[config.mk]
export PLATFORM = sky130hd
export DESIGN_NAME = cmp_arbiter
export DESIGN_NICKNAME = d
export VERILOG_FILES = /design/src/rtl/cmp_arbiter.sv
export SDC_FILE = /design/constraint.sdc
export NUM_CORES = 1
export LEC_CHECK = 0
export CAP_MARGIN = 20
export CORE_MARGIN = 8
export CORE_UTILIZATION = 55
export CTS_BUF_LIST = sky130_fd_sc_hd__clkbuf_16
export CTS_CLUSTER_SIZE = 28
export DETAILED_ROUTE_END_ITERATION = 8
export DONT_BUFFER_PORTS = 1
export PLACE_DENSITY = 0.73
export SETUP_SLACK_MARGIN = 0.5
export SYNTH_ARGS = -nofsm -noshare
export SYNTH_HDL_FRONTEND = slang
export SYNTH_SLANG_ARGS = --single-unit
export TNS_END_PERCENT = 20
[constraint.sdc]
create_clock -name clk -period 3.5 [get_ports clk]
set_input_delay 0.35 -clock clk [delete_from_list [all_inputs] [get_ports clk]]
set_output_delay 0.35 -clock clk [all_outputs]
set_load 0.03 [all_outputs]
[src/rtl/cmp_arbiter.sv]
// cmp_arbiter: shares one magnitude comparator between two requesters.
//   Port 0 is the ID-stage branch resolver, port 1 the trap/set-on-compare unit.
//   Round-robin grant, one compare per cycle, result registered into a
//   one-entry response buffer per port (1-cycle latency from handshake).
//
// Ports:
//   clk, reset           clock, asynchronous active-high reset
//   req_valid/req_ready  per-port request handshake (req_ready = one-hot grant)
//   req_a*/req_b*        per-port operands
//   req_op*              compare op: 0 EQ,1 NE,2 LT,3 LE,4 GT,5 GE,6 LTZ,7 GEZ
//   req_sgn              per-port signed select (affects LT/LE/GT/GE only)
//   rsp_valid/rsp_ready  per-port response handshake
//   rsp_res              per-port result bit
//   pri                  round-robin priority pointer
//   busy                 any request pending or any response buffer full
module cmp_arbiter #(
    parameter int WIDTH = 32,
    parameter int OPW   = 3
) (
    input  logic             clk,
    input  logic             reset,
    input  logic [1:0]       req_valid,
    output logic [1:0]       req_ready,
    input  logic [WIDTH-1:0] req_a0,
    input  logic [WIDTH-1:0] req_b0,
    input  logic [WIDTH-1:0] req_a1,
    input  logic [WIDTH-1:0] req_b1,
    input  logic [OPW-1:0]   req_op0,
    input  logic [OPW-1:0]   req_op1,
    input  logic [1:0]       req_sgn,
    output logic [1:0]       rsp_valid,
    input  logic [1:0]       rsp_ready,
    output logic [1:0]       rsp_res,
    output logic             pri,
    output logic             busy
);

    logic [1:0]       slot_free;
    logic [1:0]       eligible;
    logic [1:0]       grant;
    logic [WIDTH-1:0] a_sel;
    logic [WIDTH-1:0] b_sel;
    logic [OPW-1:0]   op_sel;
    logic             sgn_sel;
    logic             eq;
    logic             lt;
    logic             gt;
    logic             cmp_res;

    // A slot being drained this cycle can accept a new result at the same edge.
    assign slot_free = ~rsp_valid | rsp_ready;
    assign eligible  = req_valid & slot_free;

    always_comb begin
        grant = 2'b00;
        if (eligible == 2'b11) begin
            grant = pri ? 2'b10 : 2'b01;
        end else begin
            grant = eligible;
        end
    end

    assign req_ready = grant;
    assign busy      = (|req_valid) | (|rsp_valid);

    // Operand mux follows the grant; with no grant the result is unused.
    always_comb begin
        a_sel   = grant[1] ? req_a1  : req_a0;
        b_sel   = grant[1] ? req_b1  : req_b0;
        op_sel  = grant[1] ? req_op1 : req_op0;
        sgn_sel = grant[1] ? req_sgn[1] : req_sgn[0];
    end

    always_comb begin
        eq = (a_sel == b_sel);
        lt = sgn_sel ? ($signed(a_sel) < $signed(b_sel)) : (a_sel < b_sel);
        gt = sgn_sel ? ($signed(a_sel) > $signed(b_sel)) : (a_sel > b_sel);
        cmp_res = 1'b0;
        case (op_sel)
            OPW'(0): cmp_res = eq;
            OPW'(1): cmp_res = ~eq;
            OPW'(2): cmp_res = lt;
            OPW'(3): cmp_res = lt | eq;
            OPW'(4): cmp_res = gt;
            OPW'(5): cmp_res = gt | eq;
            OPW'(6): cmp_res = a_sel[WIDTH-1];   // LTZ is always signed
            OPW'(7): cmp_res = ~a_sel[WIDTH-1];  // GEZ is always signed
            default: cmp_res = 1'b0;
        endcase
    end

    always_ff @(posedge clk or posedge reset) begin
        if (reset) begin
            rsp_valid <= 2'b00;
            rsp_res   <= 2'b00;
            pri       <= 1'b0;
        end else begin
            for (int i = 0; i < 2; i++) begin
                if (grant[i]) begin
                    // New load wins over a same-cycle drain.
                    rsp_valid[i] <= 1'b1;
                    rsp_res[i]   <= cmp_res;
                end else if (rsp_ready[i]) begin
                    rsp_valid[i] <= 1'b0;
                end
            end
            // Pointer moves to the port that was not just served.
            if (|grant) begin
                pri <= grant[0];
            end
        end
    end

endmodule

* Yosys cells after proc, flatten, opt, wreduce, memory -nomap -nowiden *
Cells that the tools add are included.

storage, ports and cells
  bits in registers = 5
  word-level logic and storage cells = 45

operators by class
  bitwise gates (word level) = 8
  magnitude comparators = 4
  equality and inequality tests = 9
  multiplexer cells = 13
  reductions and logical operators = 6

operators with widths
  cell                                                                    number
  32-bit > comparator                                                     2
  32-bit < comparator                                                     2
  32-bit two-way mux                                                      2
  32-bit equality test                                                    1
  3-bit equality test (second input constant)                             4
  1-bit one-hot mux with 8 select lines                                   1
  1-bit two-way mux                                                       7
  3-bit by 2-bit equality test with 1-bit output (second input constant)  2
  2-bit OR reduction                                                      3
  2-bit two-way mux                                                       2
  2-bit nonzero test                                                      2
  3-bit by 1-bit equality test with 1-bit output (second input constant)  1
  3-bit zero test                                                         1
  3-bit two-way mux                                                       1
  1-bit bitwise OR                                                        3
  2-bit bitwise AND                                                       1
  2-bit equality test (second input constant)                             1
  1-bit inverter                                                          2
  2-bit inverter                                                          1
  2-bit bitwise OR                                                        1

* Logic depth before layout (Yosys ltp) *
  depth in word-level cells = 10
  mapped depth = 15
  mapped depth without buffers = 13

* Worst setup path before layout *
OpenSTA, ideal clock, no wires.

  path type = register to register
  start point = register rsp_valid[0]
  end point = register rsp_res[1]
  slack = 62 ps
  cell stages (with the launch flop) = 16
  data arrival time = 3352 ps
  data required time = 3414 ps
  library setup time = 86 ps
  path through = dfrtp_1 -> nor2b_4 -> o311ai_4 -> buf_6 -> buf_2 -> clkbuf_1 -> nand2_1 -> nand2_1 -> ha_1 -> a21oi_1 -> o21ai_0 -> o2bb2ai_1 -> o41ai_1 -> nor2b_1 -> mux2_2 -> a32oi_1

between the ends
  word-level cells in the longest chain between the ends = 10

ends and longest elaborated chain
  item                                                               RTL line  source
  start: declaration                                                 31        output logic [1:0] rsp_valid,
  start signal: assignment                                           94        rsp_valid <= 2'b00;
  start signal: indexed assignment                                   101       rsp_valid[i] <= 1'b1;
  start signal: indexed assignment                                   104       rsp_valid[i] <= 1'b0;
  2-bit inverter (*)                                                 51        assign slot_free = ~rsp_valid | rsp_ready;
  2-bit bitwise OR (*)                                               51
  2-bit bitwise AND (*)                                              52        assign eligible = req_valid & slot_free;
  2-bit equality test (*)                                            56        if (eligible == 2'b11) begin
  2-bit two-way mux (*)                                              56
  32-bit two-way mux (on tied branches)                              68, 69
  32-bit > comparator / 32-bit < comparator (equally long branches)  77, 76
  1-bit two-way mux (on tied branches)                               77, 76
  1-bit bitwise OR (on tied branches)                                85, 83
  1-bit one-hot mux with 8 select lines                              79        case (op_sel)
  end signal: indexed assignment                                     102       rsp_res[i] <= cmp_res;
  end: declaration                                                   33        output logic [1:0] rsp_res,

Every way passes the cells marked *; elsewhere a longest branch is shown, timed or not.
A chain may end at the register's enable or synchronous reset.

* Worst setup path in the final report *
Ends and elaborated chain as after synthesis.

==> results.sh <==
export IMPL_routedWlPerCell_um=24.37
export IMPL_drc_errors=0
export IMPL_clock_skew_ns=0.002094
export IMPL_drtAntennaViolNets=0
export IMPL_grt_overflow_total=0
export IMPL_detailedRoute_firstPassIterationCount=4
export IMPL_drt_iter0_markers=156
export IMPL_slew_viol_final=0
export IMPL_core_um2=3311
export IMPL_final_area_um2=2858
export IMPL_synth_distinct_cells=36
export IMPL_rsz0062_at_grt="true"
export IMPL_synth_xor_area_share=0.01398
export IMPL_period_share=0.9911
export IMPL_cap_violations=0
export IMPL_grt_usage=0.2207
export IMPL_powerDensity_nw_per_um2=385.2
export IMPL_max_slew_margin=0.7041
export IMPL_path_clk_slew_ns=0.04
export IMPL_ys_async_sr_fraction=1.000
export IMPL_synth_main_ff_cell="dfrtp_1"
export IMPL_grt_pass1_vias=2182
export IMPL_cts_root_buf="clkbuf_16"
export IMPL_final_hold_viol_count=0
export IMPL_synth_adder_area_share=0.2130
export IMPL_cts_sinks=5
export IMPL_setup_viol=0
export IMPL_die_area_um2=5544
export IMPL_yosysTopAreaCellShare=0.2177
export IMPL_synth_top_family_by_area="simple AND/OR/NAND/NOR gates"
export IMPL_status="complete, no violations"
export IMPL_synth_fp_nets=448
export IMPL_routed_wirelength_um=8458
export IMPL_ys_seq_area_frac=0.06658
export IMPL_dp_slack_ns=0.1234
export IMPL_gp_congestion=0.8047
export IMPL_cts_tree="done"
export IMPL_p_leak_nw=1.370
export IMPL_synth_edf_count=0
export IMPL_postPlaceCellArea_um2=1958
export IMPL_multi_input_area_um2=2131
export IMPL_numCtsBuffers=3
export IMPL_nFillCells=189
export IMPL_cp_arrival_ns=3.62
export IMPL_via_count=2284
export IMPL_yosys_mux_area_fraction=0.2097
export IMPL_fin_nets=476
export IMPL_area_growth_pct=52.06
export IMPL_min_path_type="input port to register"
export IMPL_antenna_found_initial=0
export IMPL_yosysWarnings=0
export IMPL_cts_max_level=1
export IMPL_post_synth_top_count_cell="nand2_1"
export IMPL_start_util=0.5676
export IMPL_die_y_um=74.46
export IMPL_crit_type="register to register"
export IMPL_endpoint_kind="register"
export IMPL_crit_required_ns=3.65
export IMPL_syn_mean_instance_area_um2=6.859
export IMPL_synth_top_cells_by_count="nand2_1, mux2i_1, ha_1"
export IMPL_register_area_um2=127.6
export IMPL_grt_max_degree=38
export IMPL_setup_slack_ns=0.03104
export IMPL_synth_cell_area_um2=1879
export IMPL_synthSimpleGateAreaFrac=0.3236
export IMPL_critPathLaunchType="register"
export IMPL_grt_pass1_wl_um=9804
export IMPL_critical_path_max_fanout=5
export IMPL_ir_drop_uv=219.1
export IMPL_antenna_cells=0
export IMPL_avgViaCountPerCell=6.582
export IMPL_rows=21
export IMPL_dp_hpwl_um=4582
export IMPL_worst_r2r_cell_count=15
export IMPL_cts_buffer_depth=2
export IMPL_final_util=0.8632
export IMPL_synth_cells=274
export IMPL_yosys_area_top_type="nand2_1"
export IMPL_max_freq_mhz=288.3
export IMPL_worst_pin_slew_ns=0.4419
export IMPL_layout_drive_gt1_share=0.3355
export IMPL_synth_compound_area_frac=0.1345
export IMPL_synth_area_top_cells="nand2_1, ha_1, mux2i_1"
export IMPL_io_pins=150
export IMPL_total_power_w=0.001101
export IMPL_finalCriticalPeriod_ns=3.469
export IMPL_io_buffers=0
export IMPL_hold_path_depth=3
export IMPL_dieWidth_um=74.46
export IMPL_clkLatencyLatePin_ns=0.23
export IMPL_ys_ff_latch=5
==> metrics by stage <==
step,setup TNS (ns),hold WS (ns),instances
finish,0,0.3380,347
global route,-0.1764,0.3717,347
CTS,0,0.3003,338
floorplan,0,0.1284,274
detailed placement,0,0.1507,315
global placement,0,0.1494,315
==> power by group <==
group / leakage, nW / switching (W) / total [W] / internal [W]
combinational: 1.27 / 0.000421 / 0.000798 / 0.000376
clock: 0.0423 / 0.0000447 / 0.000193 / 0.000149
sequential: 0.0558 / 0.0000342 / 0.000110 / 0.0000757
==> cell usage in the layout (no fill, tap or decap), types with 3 or more instances in the layout <==
master and count:
mux2i_2 6, xnor2_1 3, o21ai_0 4, mux2i_1 27, buf_12 3, nand2b_1 3
nand2_4 10, dfrtp_1 3, nand3_1 3, nand4_1 8, nor2b_1 3, inv_1 4
clkbuf_16 5, buf_16 4, nand2_1 92, a21oi_2 4, buf_6 6, buf_4 17
ha_4 13, nand2_2 7, o211ai_1 3, ha_1 19, nor2_1 5, a21oi_1 11
mux2i_4 3
==> critical path, stage by stage, from the launching register on <==
cell        delay, ns
dfrtp_2          0.40
nor2b_4          0.13
o311ai_4         0.34
clkinvlp_4       0.22
buf_6            0.16
buf_12           0.12
nand2_1          0.07
nand2_1          0.07
ha_1             0.31
nand4_1          0.20
buf_6            0.20
a2111oi_4        0.42
o41ai_4          0.13
nor2b_4          0.14
mux2_4           0.31
a32oi_1          0.16
==> logic make-up (layout without fill, tap and decap cells) <==
kind of cell	after synthesis	count (layout)
muxes	39	39
and+or+nand+nor	142	142
buffers and inverters	16	43
xor gates and xnor gates	3	3
AOI/OAI and AO/OA	37	37
DFF	5	5
adders and majority gates	32	32
==> worst paths after layout <==
| path | slack [ns] | startpoint | to |
|---|---|---|---|
| worst max-delay path | 0.03 | rsp_valid[0] | rsp_res[1] |
| worst min-delay path | 0.34 | req_valid[1] | pri |
| worst max register to register | 0.03 | rsp_valid[0] | rsp_res[1] |
| worst min register to register | 0.71 | rsp_res[1] | rsp_res[1] |
| max in group asynchronous | 2.85 | reset | pri |
| min in group asynchronous | 0.46 | reset | rsp_valid[1] |
==> what timing repair did <==
item	CTS	global route
cloned	4	2
gates resized for setup	14	76
pin swaps	14	38
endpoints found under the hold margin	5	0
setup endpoints to repair	2	2
hold buffers	1	0
setup buffers	14	7
==> flip-flops by register name, indices dropped and copies added, names as in the netlist <==
signal	flops
rsp_res	2
pri	1
rsp_valid	2
==> metal layers <==
layer	GRT usage	vias up	routed length, um
met5	0	-	0
met4	0.05217	0	337
met3	0.06334	28	837
met2	0.4066	156	4306
met1	0.2394	1071	2976
li1	-	1029	-
==> layout make-up <==
type / instances / share of cell area
tap: 46 / 0.02014
timing repair buffer: 34 / 0.1541
multi-input combinational: 253 / 0.7456
sequential: 5 / 0.04466
inverter: 5 / 0.007881
clock buffer: 3 / 0.02627
clock inverter: 1 / 0.001313
Power figures use the tool's default switching activity.
